File: config.mk
export PLATFORM = sky130hd
export DESIGN_NAME = prog_ram
export DESIGN_NICKNAME = d
export VERILOG_FILES = /design/src/rtl/prog_ram_pkg.sv /design/src/rtl/prog_ram_button_debounce.sv /design/src/rtl/prog_ram.sv
export SDC_FILE = /design/constraint.sdc
export NUM_CORES = 1
export LEC_CHECK = 0
export CAP_MARGIN = 5
export CORE_UTILIZATION = 40
export DETAILED_ROUTE_END_ITERATION = 7
export RECOVER_POWER = 100
export SLEW_MARGIN = 0
export SYNTH_ARGS = -nofsm -noshare
export SYNTH_HDL_FRONTEND = slang
export SYNTH_SLANG_ARGS = --single-unit
File: constraint.sdc
create_clock -name clk -period 5.16 [get_ports clk]
set_clock_uncertainty 0.1 [all_clocks]
set_input_delay 1.032 -clock clk [delete_from_list [all_inputs] [get_ports clk]]
set_output_delay 1.032 -clock clk [all_outputs]
set_load 0.02 [all_outputs]
File: src/rtl/prog_ram_pkg.sv
// prog_ram_pkg
//   Shared definitions for the program/data RAM block: the encoding of the
//   write-button state machine and its width.
package prog_ram_pkg;

    localparam int BTN_STATE_W = 2;

    // state    | meaning
    // IDLE     | waiting for a synchronised press
    // DEBOUNCE | press seen, counting consecutive high samples
    // WRITE    | single cycle: commit dip_data to mem[mar]
    // RELEASE  | waiting for a debounced release before re-arming
    typedef enum logic [BTN_STATE_W-1:0] {
        ST_IDLE     = 2'd0,
        ST_DEBOUNCE = 2'd1,
        ST_WRITE    = 2'd2,
        ST_RELEASE  = 2'd3
    } btn_state_t;

endpackage

File: src/rtl/prog_ram_button_debounce.sv
// prog_ram_button_debounce
//   Synchronises the raw write push-button, debounces press and release and
//   emits exactly one write pulse per debounced press.
// Ports:
//   i_clk, i_rst_n   clock, asynchronous active-low reset
//   i_btn_raw        raw, asynchronous, bouncy button
//   i_enable         program mode; low forces the FSM back to IDLE
//   o_write_pulse    high for the one cycle the FSM sits in WRITE
//   o_busy           FSM not in IDLE
module prog_ram_button_debounce
    import prog_ram_pkg::*;
#(
    parameter int DEBOUNCE_CYCLES = 4
) (
    input  logic i_clk,
    input  logic i_rst_n,
    input  logic i_btn_raw,
    input  logic i_enable,
    output logic o_write_pulse,
    output logic o_busy
);

    localparam int CNT_W = $clog2(DEBOUNCE_CYCLES + 1);
    // The counter holds the number of samples already accepted; the sample
    // that makes it reach DEBOUNCE_CYCLES causes the transition directly,
    // so the count never exceeds DEBOUNCE_CYCLES-1 and cannot wrap.
    localparam logic [CNT_W-1:0] CNT_LAST = CNT_W'(DEBOUNCE_CYCLES - 1);

    logic             r_sync1;
    logic             r_sync2;
    logic             w_btn_s;
    btn_state_t       r_state;
    btn_state_t       w_state_nxt;
    logic [CNT_W-1:0] r_cnt;
    logic [CNT_W-1:0] w_cnt_nxt;

    always_ff @(posedge i_clk or negedge i_rst_n) begin
        if (!i_rst_n) begin
            r_sync1 <= 1'b0;
            r_sync2 <= 1'b0;
        end else begin
            r_sync1 <= i_btn_raw;
            r_sync2 <= r_sync1;
        end
    end

    assign w_btn_s = r_sync2;

    always_ff @(posedge i_clk or negedge i_rst_n) begin
        if (!i_rst_n) begin
            r_state <= ST_IDLE;
            r_cnt   <= '0;
        end else begin
            r_state <= w_state_nxt;
            r_cnt   <= w_cnt_nxt;
        end
    end

    always_comb begin
        w_state_nxt = r_state;
        w_cnt_nxt   = r_cnt;
        if (!i_enable) begin
            w_state_nxt = ST_IDLE;
            w_cnt_nxt   = '0;
        end else begin
            case (r_state)
                ST_IDLE: begin
                    if (w_btn_s) begin
                        if (DEBOUNCE_CYCLES == 1) begin
                            w_state_nxt = ST_WRITE;
                            w_cnt_nxt   = '0;
                        end else begin
                            w_state_nxt = ST_DEBOUNCE;
                            w_cnt_nxt   = CNT_W'(1);
                        end
                    end
                end
                ST_DEBOUNCE: begin
                    if (!w_btn_s) begin
                        w_state_nxt = ST_IDLE;
                        w_cnt_nxt   = '0;
                    end else if (r_cnt == CNT_LAST) begin
                        w_state_nxt = ST_WRITE;
                        w_cnt_nxt   = '0;
                    end else begin
                        w_cnt_nxt   = r_cnt + CNT_W'(1);
                    end
                end
                ST_WRITE: begin
                    w_state_nxt = ST_RELEASE;
                    w_cnt_nxt   = '0;
                end
                ST_RELEASE: begin
                    if (w_btn_s) begin
                        w_cnt_nxt   = '0;
                    end else if (r_cnt == CNT_LAST) begin
                        w_state_nxt = ST_IDLE;
                        w_cnt_nxt   = '0;
                    end else begin
                        w_cnt_nxt   = r_cnt + CNT_W'(1);
                    end
                end
                default: begin
                    w_state_nxt = ST_IDLE;
                    w_cnt_nxt   = '0;
                end
            endcase
        end
    end

    // Once WRITE is reached the write is committed even if program mode
    // drops on that same cycle.
    always_comb begin
        o_write_pulse = (r_state == ST_WRITE);
        o_busy        = (r_state != ST_IDLE);
    end

endmodule

File: src/rtl/prog_ram.sv
// prog_ram
//   Program/data RAM with its memory address register for the SAP-style CPU.
//   Run mode: MAR and memory are loaded from the shared bus under control
//   strobes. Program mode: hand-loaded from DIP switches through a debounced
//   write button, with optional MAR auto-increment.
// Ports:
//   clk, rst_n        clock, asynchronous active-low reset
//   prog_mode         1 = DIP programming, 0 = run mode
//   dip_addr/data     programming switches
//   write_button      raw push-button
//   auto_inc          program mode MAR post-increment after each write
//   bus_in            shared bus value
//   load_addr         run mode MAR load from bus
//   write_enable      run mode memory write from bus
//   output_enable     request a read onto the bus
//   bus_out/bus_drive registered read data and its valid flag
//   mar               current MAR
//   prog_busy         button FSM active
module prog_ram
    import prog_ram_pkg::*;
#(
    parameter int DATA_W          = 8,
    parameter int ADDR_W          = 4,
    parameter int DEBOUNCE_CYCLES = 4
) (
    input  logic              clk,
    input  logic              rst_n,
    input  logic              prog_mode,
    input  logic [ADDR_W-1:0] dip_addr,
    input  logic [DATA_W-1:0] dip_data,
    input  logic              write_button,
    input  logic              auto_inc,
    input  logic [DATA_W-1:0] bus_in,
    input  logic              load_addr,
    input  logic              write_enable,
    input  logic              output_enable,
    output logic [DATA_W-1:0] bus_out,
    output logic              bus_drive,
    output logic [ADDR_W-1:0] mar,
    output logic              prog_busy
);

    localparam int DEPTH = 2 ** ADDR_W;

    logic [DATA_W-1:0] r_mem [DEPTH];
    logic [ADDR_W-1:0] r_mar;
    logic [ADDR_W-1:0] w_mar_nxt;
    logic              r_prog_mode_d;
    logic              r_auto_inc_d;
    logic [DATA_W-1:0] r_bus_out;
    logic              r_bus_drive;
    logic              w_write_pulse;
    logic              w_prog_busy;
    logic              w_run_write;
    logic              w_mem_we;
    logic [DATA_W-1:0] w_mem_wdata;
    logic              w_dip_load;

    prog_ram_button_debounce #(
        .DEBOUNCE_CYCLES (DEBOUNCE_CYCLES)
    ) u_btn (
        .i_clk         (clk),
        .i_rst_n       (rst_n),
        .i_btn_raw     (write_button),
        .i_enable      (prog_mode),
        .o_write_pulse (w_write_pulse),
        .o_busy        (w_prog_busy)
    );

    always_ff @(posedge clk or negedge rst_n) begin
        if (!rst_n) begin
            r_prog_mode_d <= 1'b0;
            r_auto_inc_d  <= 1'b0;
        end else begin
            r_prog_mode_d <= prog_mode;
            r_auto_inc_d  <= auto_inc;
        end
    end

    // In program mode the switches own the MAR unless auto-increment is
    // running; auto-increment re-seeds from the switches only when program
    // mode is entered or auto_inc is switched on.
    assign w_dip_load = !auto_inc || !r_prog_mode_d || !r_auto_inc_d;

    always_comb begin
        w_mar_nxt = r_mar;
        if (prog_mode) begin
            if (w_dip_load) begin
                w_mar_nxt = dip_addr;
            end else if (w_write_pulse) begin
                w_mar_nxt = r_mar + ADDR_W'(1);
            end
        end else begin
            if (load_addr) begin
                w_mar_nxt = bus_in[ADDR_W-1:0];
            end else if (w_write_pulse && auto_inc) begin
                w_mar_nxt = r_mar + ADDR_W'(1);
            end
        end
    end

    always_ff @(posedge clk or negedge rst_n) begin
        if (!rst_n) begin
            r_mar <= '0;
        end else begin
            r_mar <= w_mar_nxt;
        end
    end

    // A bus write takes priority; a button write can only coincide with run
    // mode on the cycle program mode drops while the FSM is in WRITE.
    assign w_run_write = !prog_mode && write_enable;
    assign w_mem_we    = w_run_write || w_write_pulse;
    assign w_mem_wdata = w_run_write ? bus_in : dip_data;

    always_ff @(posedge clk) begin
        if (w_mem_we) begin
            r_mem[r_mar] <= w_mem_wdata;
        end
    end

    // Read register samples the array before this edge's write lands,
    // giving read-first behaviour on address collisions.
    always_ff @(posedge clk or negedge rst_n) begin
        if (!rst_n) begin
            r_bus_out   <= '0;
            r_bus_drive <= 1'b0;
        end else begin
            r_bus_drive <= output_enable;
            r_bus_out   <= output_enable ? r_mem[r_mar] : '0;
        end
    end

    assign bus_out   = r_bus_out;
    assign bus_drive = r_bus_drive;
    assign mar       = r_mar;
    assign prog_busy = w_prog_busy;

endmodule
# == Yosys cells after proc, flatten, opt, wreduce, memory -nomap -nowiden ==
# Memories as Yosys holds them, arrays and structs flattened.
# Index checks and enable logic that the tools add are counted.
# word_totals
register_bits,22
ram_bits,128
in_bits,28
out_inout_bits,14
memories,1
# classes
addsub,2
n_eq_ne,9
n_mux,22
reduce_logical,14
# memory_table
memory,depth,word_bits,read_ports,rd_ports_with_merged_regs,wr,line_no,rtl
r_mem,16,8,1,0,1,prog_ram.sv:45,logic [DATA_W-1:0] r_mem [DEPTH];
# ops
cell,n
$mux 4,5
$mux 8,2
$mux 3,5
$mux 2,6
$pmux 3 s4,1
$pmux 2 s4,1
$ne 3x2->1 const B,2
$add 4x1->4 const B,1
$eq 2x2->1 const B,2
$logic_not 1->1,4
$ne 4x4->1 const B,1
$reduce_and 4->1,1
$add 3x1->3 const B,1
$eq 3x2->1 const B,1
$logic_or 1x1->1,3
$ne 3x1->1 const B,1
$ne 3x3->1 const B,1
$reduce_bool 3->1,1
$eq 2x1->1 const B,1
$logic_and 1x1->1,2
$logic_not 2->1,1
$mux 1,2
$reduce_and 2->1,1
$reduce_bool 2->1,1

# == Depth between registers and ports, before layout ==
# depth
ltp_word,5
mapped_depth,10
mapped_depth_nobuf,6

# == Modules after synthesis ==
# From an unflattened synthesis, not the netlist that was laid out.
# unflattened
cells_unflattened,322
area_unflattened_um2,6157.2
# modules_own_cells
module,instances,cells_each,area_each_um2,seq_area_each_um2
prog_ram,1,286,5779.3,4219.0
prog_ram_button_debounce,1,36,377.9,175.2

# == Least setup slack after synthesis ==
# OpenSTA, ideal clock, no wires.
# synth_path
path_type,input port to flip-flop
from,input write_enable
to,memory r_mem[0][0] (enable)
setup_ns,0.383
arrival_ns,2.341
setup_slack_ns,2.335
cell_stages,5
path_buffers,1
path_cell_list,nor2b_1 -> clkbuf_1 -> nand2b_1 -> nand2_1 -> nor3_1
# synth_via
elab_chain_len,4
# synth_rtl
element,line_no,rtl
"start, declared",prog_ram.sv:35,"input logic write_enable,"
$logic_and 1x1->1,prog_ram.sv:112,assign w_run_write = !prog_mode && write_enable;
$logic_or 1x1->1,prog_ram.sv:113,assign w_mem_we = w_run_write || w_write_pulse;
$mux 1,prog_ram.sv:117,if (w_mem_we) begin
$mux 1 (not written as such),prog_ram.sv:118,r_mem[r_mar] <= w_mem_wdata;
"end, declared",prog_ram.sv:45,
# No other way between the ends.

# == Worst setup path after layout ==
# layout_path
from,register r_mar[2] (netlist: mar[2])
to,output mar[2]
# layout_lines
element,line_no,rtl
"start, declared",prog_ram.sv:46,logic [ADDR_W-1:0] r_mar;
"start signal, assigned",prog_ram.sv:106,r_mar <= w_mar_nxt;
"end, declared",prog_ram.sv:39,"output logic [ADDR_W-1:0] mar,"
# No word-level cell between the ends.

==> reports/results.md <==
| Result | Reported | Unit |
|:---|:---|:---|
| Result of the run | finished, final reports clean | - |
| Post-detailed-route DRC marker count | 0 | - |
| Number of primary I/O pins | 42 | - |
| Maximum clock rate | 276 | MHz |
| Number of setup buffers added after CTS | 0 | - |
| Kind of critical path | flip-flop to output port | - |
| Design Area, Final | 0.00735 | mm^2 |
| Number of nets in the layout | 409 | - |
| Worst-case vdd ir drop | 0.000254 | V |
| Area growth from synthesis to layout | 19.5 | % |
| Initial core utilization | 41.7 | % |
| Number of library cell types mapped by synthesis | 40 | - |
| Crit. End Element | output port | - |
| First-pass GRT wire length | 20,400 | um |
| Syn Nets | 359 | - |
| Die outline area | 0.0159 | mm^2 |
| Min-delay worst type | flip-flop to flip-flop | - |
| Most instantiated flip-flop cell in the synthesis netlist | sky130_fd_sc_hd__edfxtp_1 | - |
| Row cnt | 44 | - |
| Max_cap viols | 0 | - |
| Transition time at the pin with the least slew margin | 1.32 | ns |
| Number of warnings issued by yosys | 0 | - |
| Die Span Y | 126 | um |
| Total chip power | 3070 | uW |
| Final setup violating endpoints | 0 | - |
| CTS H-tree depth | 4 | - |
| Syn Std Cell Area | 0.00615 | mm^2 |
| Multi-input combinational cell area | 0.00163 | mm^2 |
| Max-Slew Margin vs Limit | 12.2 | % |
| Library cell used as clock root buffer | sky130_fd_sc_hd__clkbuf_16 | - |
| Layout cell share with drive strength beyond 1 | 18.5 | % |
| Count of inserted antenna diode cells | 0 | - |
| Standard cell area after detailed placement | 0.00674 | mm^2 |
| IO Port Bufs | 41 | - |
| Setup tns final | 0 | ns |
| Remaining global-route overflow | 0 | - |
| Period utilisation layout | 70.2 | % |
| Delay contributed by the slowest stage of the critical path | 0.95 | ns |
| Leak Pwr | 0.00253 | uW |
| Placeable core area | 0.0148 | mm^2 |
| Cells after synthesis | 326 | - |
| Share of the yosys chip area belonging to registers | 71.5 | % |
| Minimum setup slack among reg-to-reg paths | 2.48 | ns |
| Antenna violation net count after detailed routing | 0 | - |
| Number of global-route vias before repair | 3,258 | - |
| Detail-routed net length per standard cell | 22.6 | um |
| Asr flop ratio synth | 14.7 | % |
| Number of pins exceeding their max-slew limit in the final report | 0 | - |
| Ordered cell list for the critical path | clkbuf_1 > clkdlybuf4s50_1 | - |
| CTS tree | done | - |
| Vias | 3,098 | - |
| Unrepaired setup endpoints after global routing | false | - |
| Number of filler cells placed in the layout | 1,203 | - |
| Final wirelength | 13,000 | um |
| Power Density | 417 | mW/mm^2 |
| Post-detailed-placement half-perimeter wirelength | 8300 | um |
| Number of hold violations in the final report | 0 | - |
| Mean Syn Cell Area | 18.9 | um^2 |
| Largest fanout on the critical path | 27 | - |
| Initial antenna violation count | 0 | - |
| Count of hold-fix buffers inserted at cts | 0 | - |
| Buffer levels on the longest clock path | 2 | - |
| Clock latency on the worst-skew pair | 0.42 | ns |
| Number of storage elements in the synthesis netlist | 150 | - |
| Data required, critical path | 4.03 | ns |
| Floorplan die width | 126 | um |
| Standard cell with the maximum stage delay on the critical path | sky130_fd_sc_hd__clkbuf_1 | - |
| Element type at the critical path start | flip-flop | - |
| Gates resized, CTS repair | 0 | - |
| Maximum number of pins on one net before global-route repair | 39 | - |
| FF/Latch Area | 0.00440 | mm^2 |
| Post-detailed-route via-to-cell ratio | 5.41 | - |
| GRT Resource Usage Total | 18.1 | % |
| Clock-pin transition on the worst setup and hold timing paths | 0.06 | ns |
| Minimum clock period after layout | 3.62 | ns |
| EDFF count, synth | 128 | - |
| Inserted Clock Buffers | 17 | - |
| Clock tree sinks | 150 | - |
| Routability cong. | 0.766 | - |
| Iter 0 DRT Violations | 243 | - |
| Detailed-router iteration count before antenna repair | 5 | - |
| Arrival @ worst endpoint | 2.49 | ns |
==> critical path, delay by kind of cell, from the launching register on <==
kind | cells | cell delay [ns]
flops | 1 | 0.32
buf+inv | 2 | 1.74
==> cells in the final DEF, fill, tap and decap left out, types with 7 or more instances in the layout <==
cell type / instances
sky130_fd_sc_hd__a21oi_1: 8
sky130_fd_sc_hd__clkbuf_1: 7
sky130_fd_sc_hd__clkbuf_16: 17
sky130_fd_sc_hd__clkdlybuf4s50_1: 24
sky130_fd_sc_hd__dfrtp_1: 21
sky130_fd_sc_hd__dlygate4sd3_1: 17
sky130_fd_sc_hd__edfxtp_1: 128
sky130_fd_sc_hd__mux2_1: 9
sky130_fd_sc_hd__mux2_2: 9
sky130_fd_sc_hd__mux2i_1: 13
sky130_fd_sc_hd__mux4_1: 8
sky130_fd_sc_hd__mux4_2: 24
sky130_fd_sc_hd__nand2_1: 13
sky130_fd_sc_hd__nor2_1: 16
sky130_fd_sc_hd__nor2b_1: 7
sky130_fd_sc_hd__o21ai_0: 7
==> Yosys cell counts (all sizes together), types with 2 or more instances <==
cell	count	area [um^2]
dfrtp	22	551
nand3	2	10.0
clkbuf	8	30.0
mux4	32	751
xor2	3	26.3
mux2	18	203
ha	5	62.6
nor2b	7	43.8
mux2i	13	130
buf	11	86.3
a21oi	8	40.0
nand2	13	48.8
inv	3	11.3
edfxtp	128	3840
nand2b	5	31.3
o21ai	9	48.8
a221o	2	20.0
nor3	5	25.0
a211oi	3	22.5
nor2	16	60.1
==> path summary, 6_finish.rpt <==
check	cells after the start	to	startpoint
max in group asynchronous	1	mar[1]	rst_n
hold reg to reg	0	u_btn.r_sync2	u_btn.r_sync1
min in group asynchronous	1	bus_out[6]	rst_n
hold / removal	0	u_btn.r_sync2	u_btn.r_sync1
setup / recovery	2	mar[2]	mar[2]
setup reg to reg	3	r_mem[6][3]	mar[2]
==> per-layer routing <==
metal	up-vias	part of all wire (%)	global-route usage (%)
li1	1401	-	-
met1	1590	46	25.6
met2	101	48	27.2
met3	6	5.8	4.67
met4	0	1.0	6.45
met5	-	0	0
==> where the power goes <==
part           internal (uW)  leakage [uW]  switching, uW  total (uW)
logic                    166      0.000800            221         388
registers               1370       0.00143           11.5        1380
clock network            815      0.000303            486        1300
==> final cells by class <==
cell class | instances | share of cell area, %
Clock buffer | 18 | 5.84
Clock inverter | 14 | 2.72
Inverter | 3 | 0.153
Multi-Input combinational cell | 154 | 22.1
Sequential cell | 150 | 59.8
Tap cell | 184 | 3.13
Timing Repair Buffer | 50 | 6.20
==> flip-flops by register name, summed over array words and instances (netlist names) <==
name and flops:
r_mem 128, bus_out 8, mar 4, u_btn.r_cnt 3, u_btn.r_state 2, bus_drive 1
r_auto_inc_d 1, r_prog_mode_d 1, u_btn.r_sync1 1, u_btn.r_sync2 1
==> logic make-up (layout without fill, tap and decap cells) <==
family / count (synthesis) / count (layout) / synth area share, %
AO/OA/AOI/OAI: 33 / 33 / 3.62
XOR/XNOR: 3 / 3 / 0.427
adder cells (fa/ha/maj): 5 / 5 / 1.02
multiplexers: 63 / 63 / 17.6
flip-flops: 150 / 150 / 71.5
AND/OR/NAND/NOR: 50 / 50 / 3.78
buffers and inverters: 22 / 85 / 2.08
==> stage by stage <==
step / hold slack, ns / util [%] / instances / setup WS [ns]
floorplan: 0.231 / - / 326 / 2.34
global placement: 0.245 / 45.7 / 541 / 1.63
detailed placement: 0.253 / 45.7 / 541 / 1.52
CTS: 0.279 / 50.0 / 573 / 1.94
global route: 0.285 / 49.8 / 573 / 1.37
finish: 0.271 / 49.8 / 573 / 1.54
No activity file was read; power rests on OpenSTA's default activity.
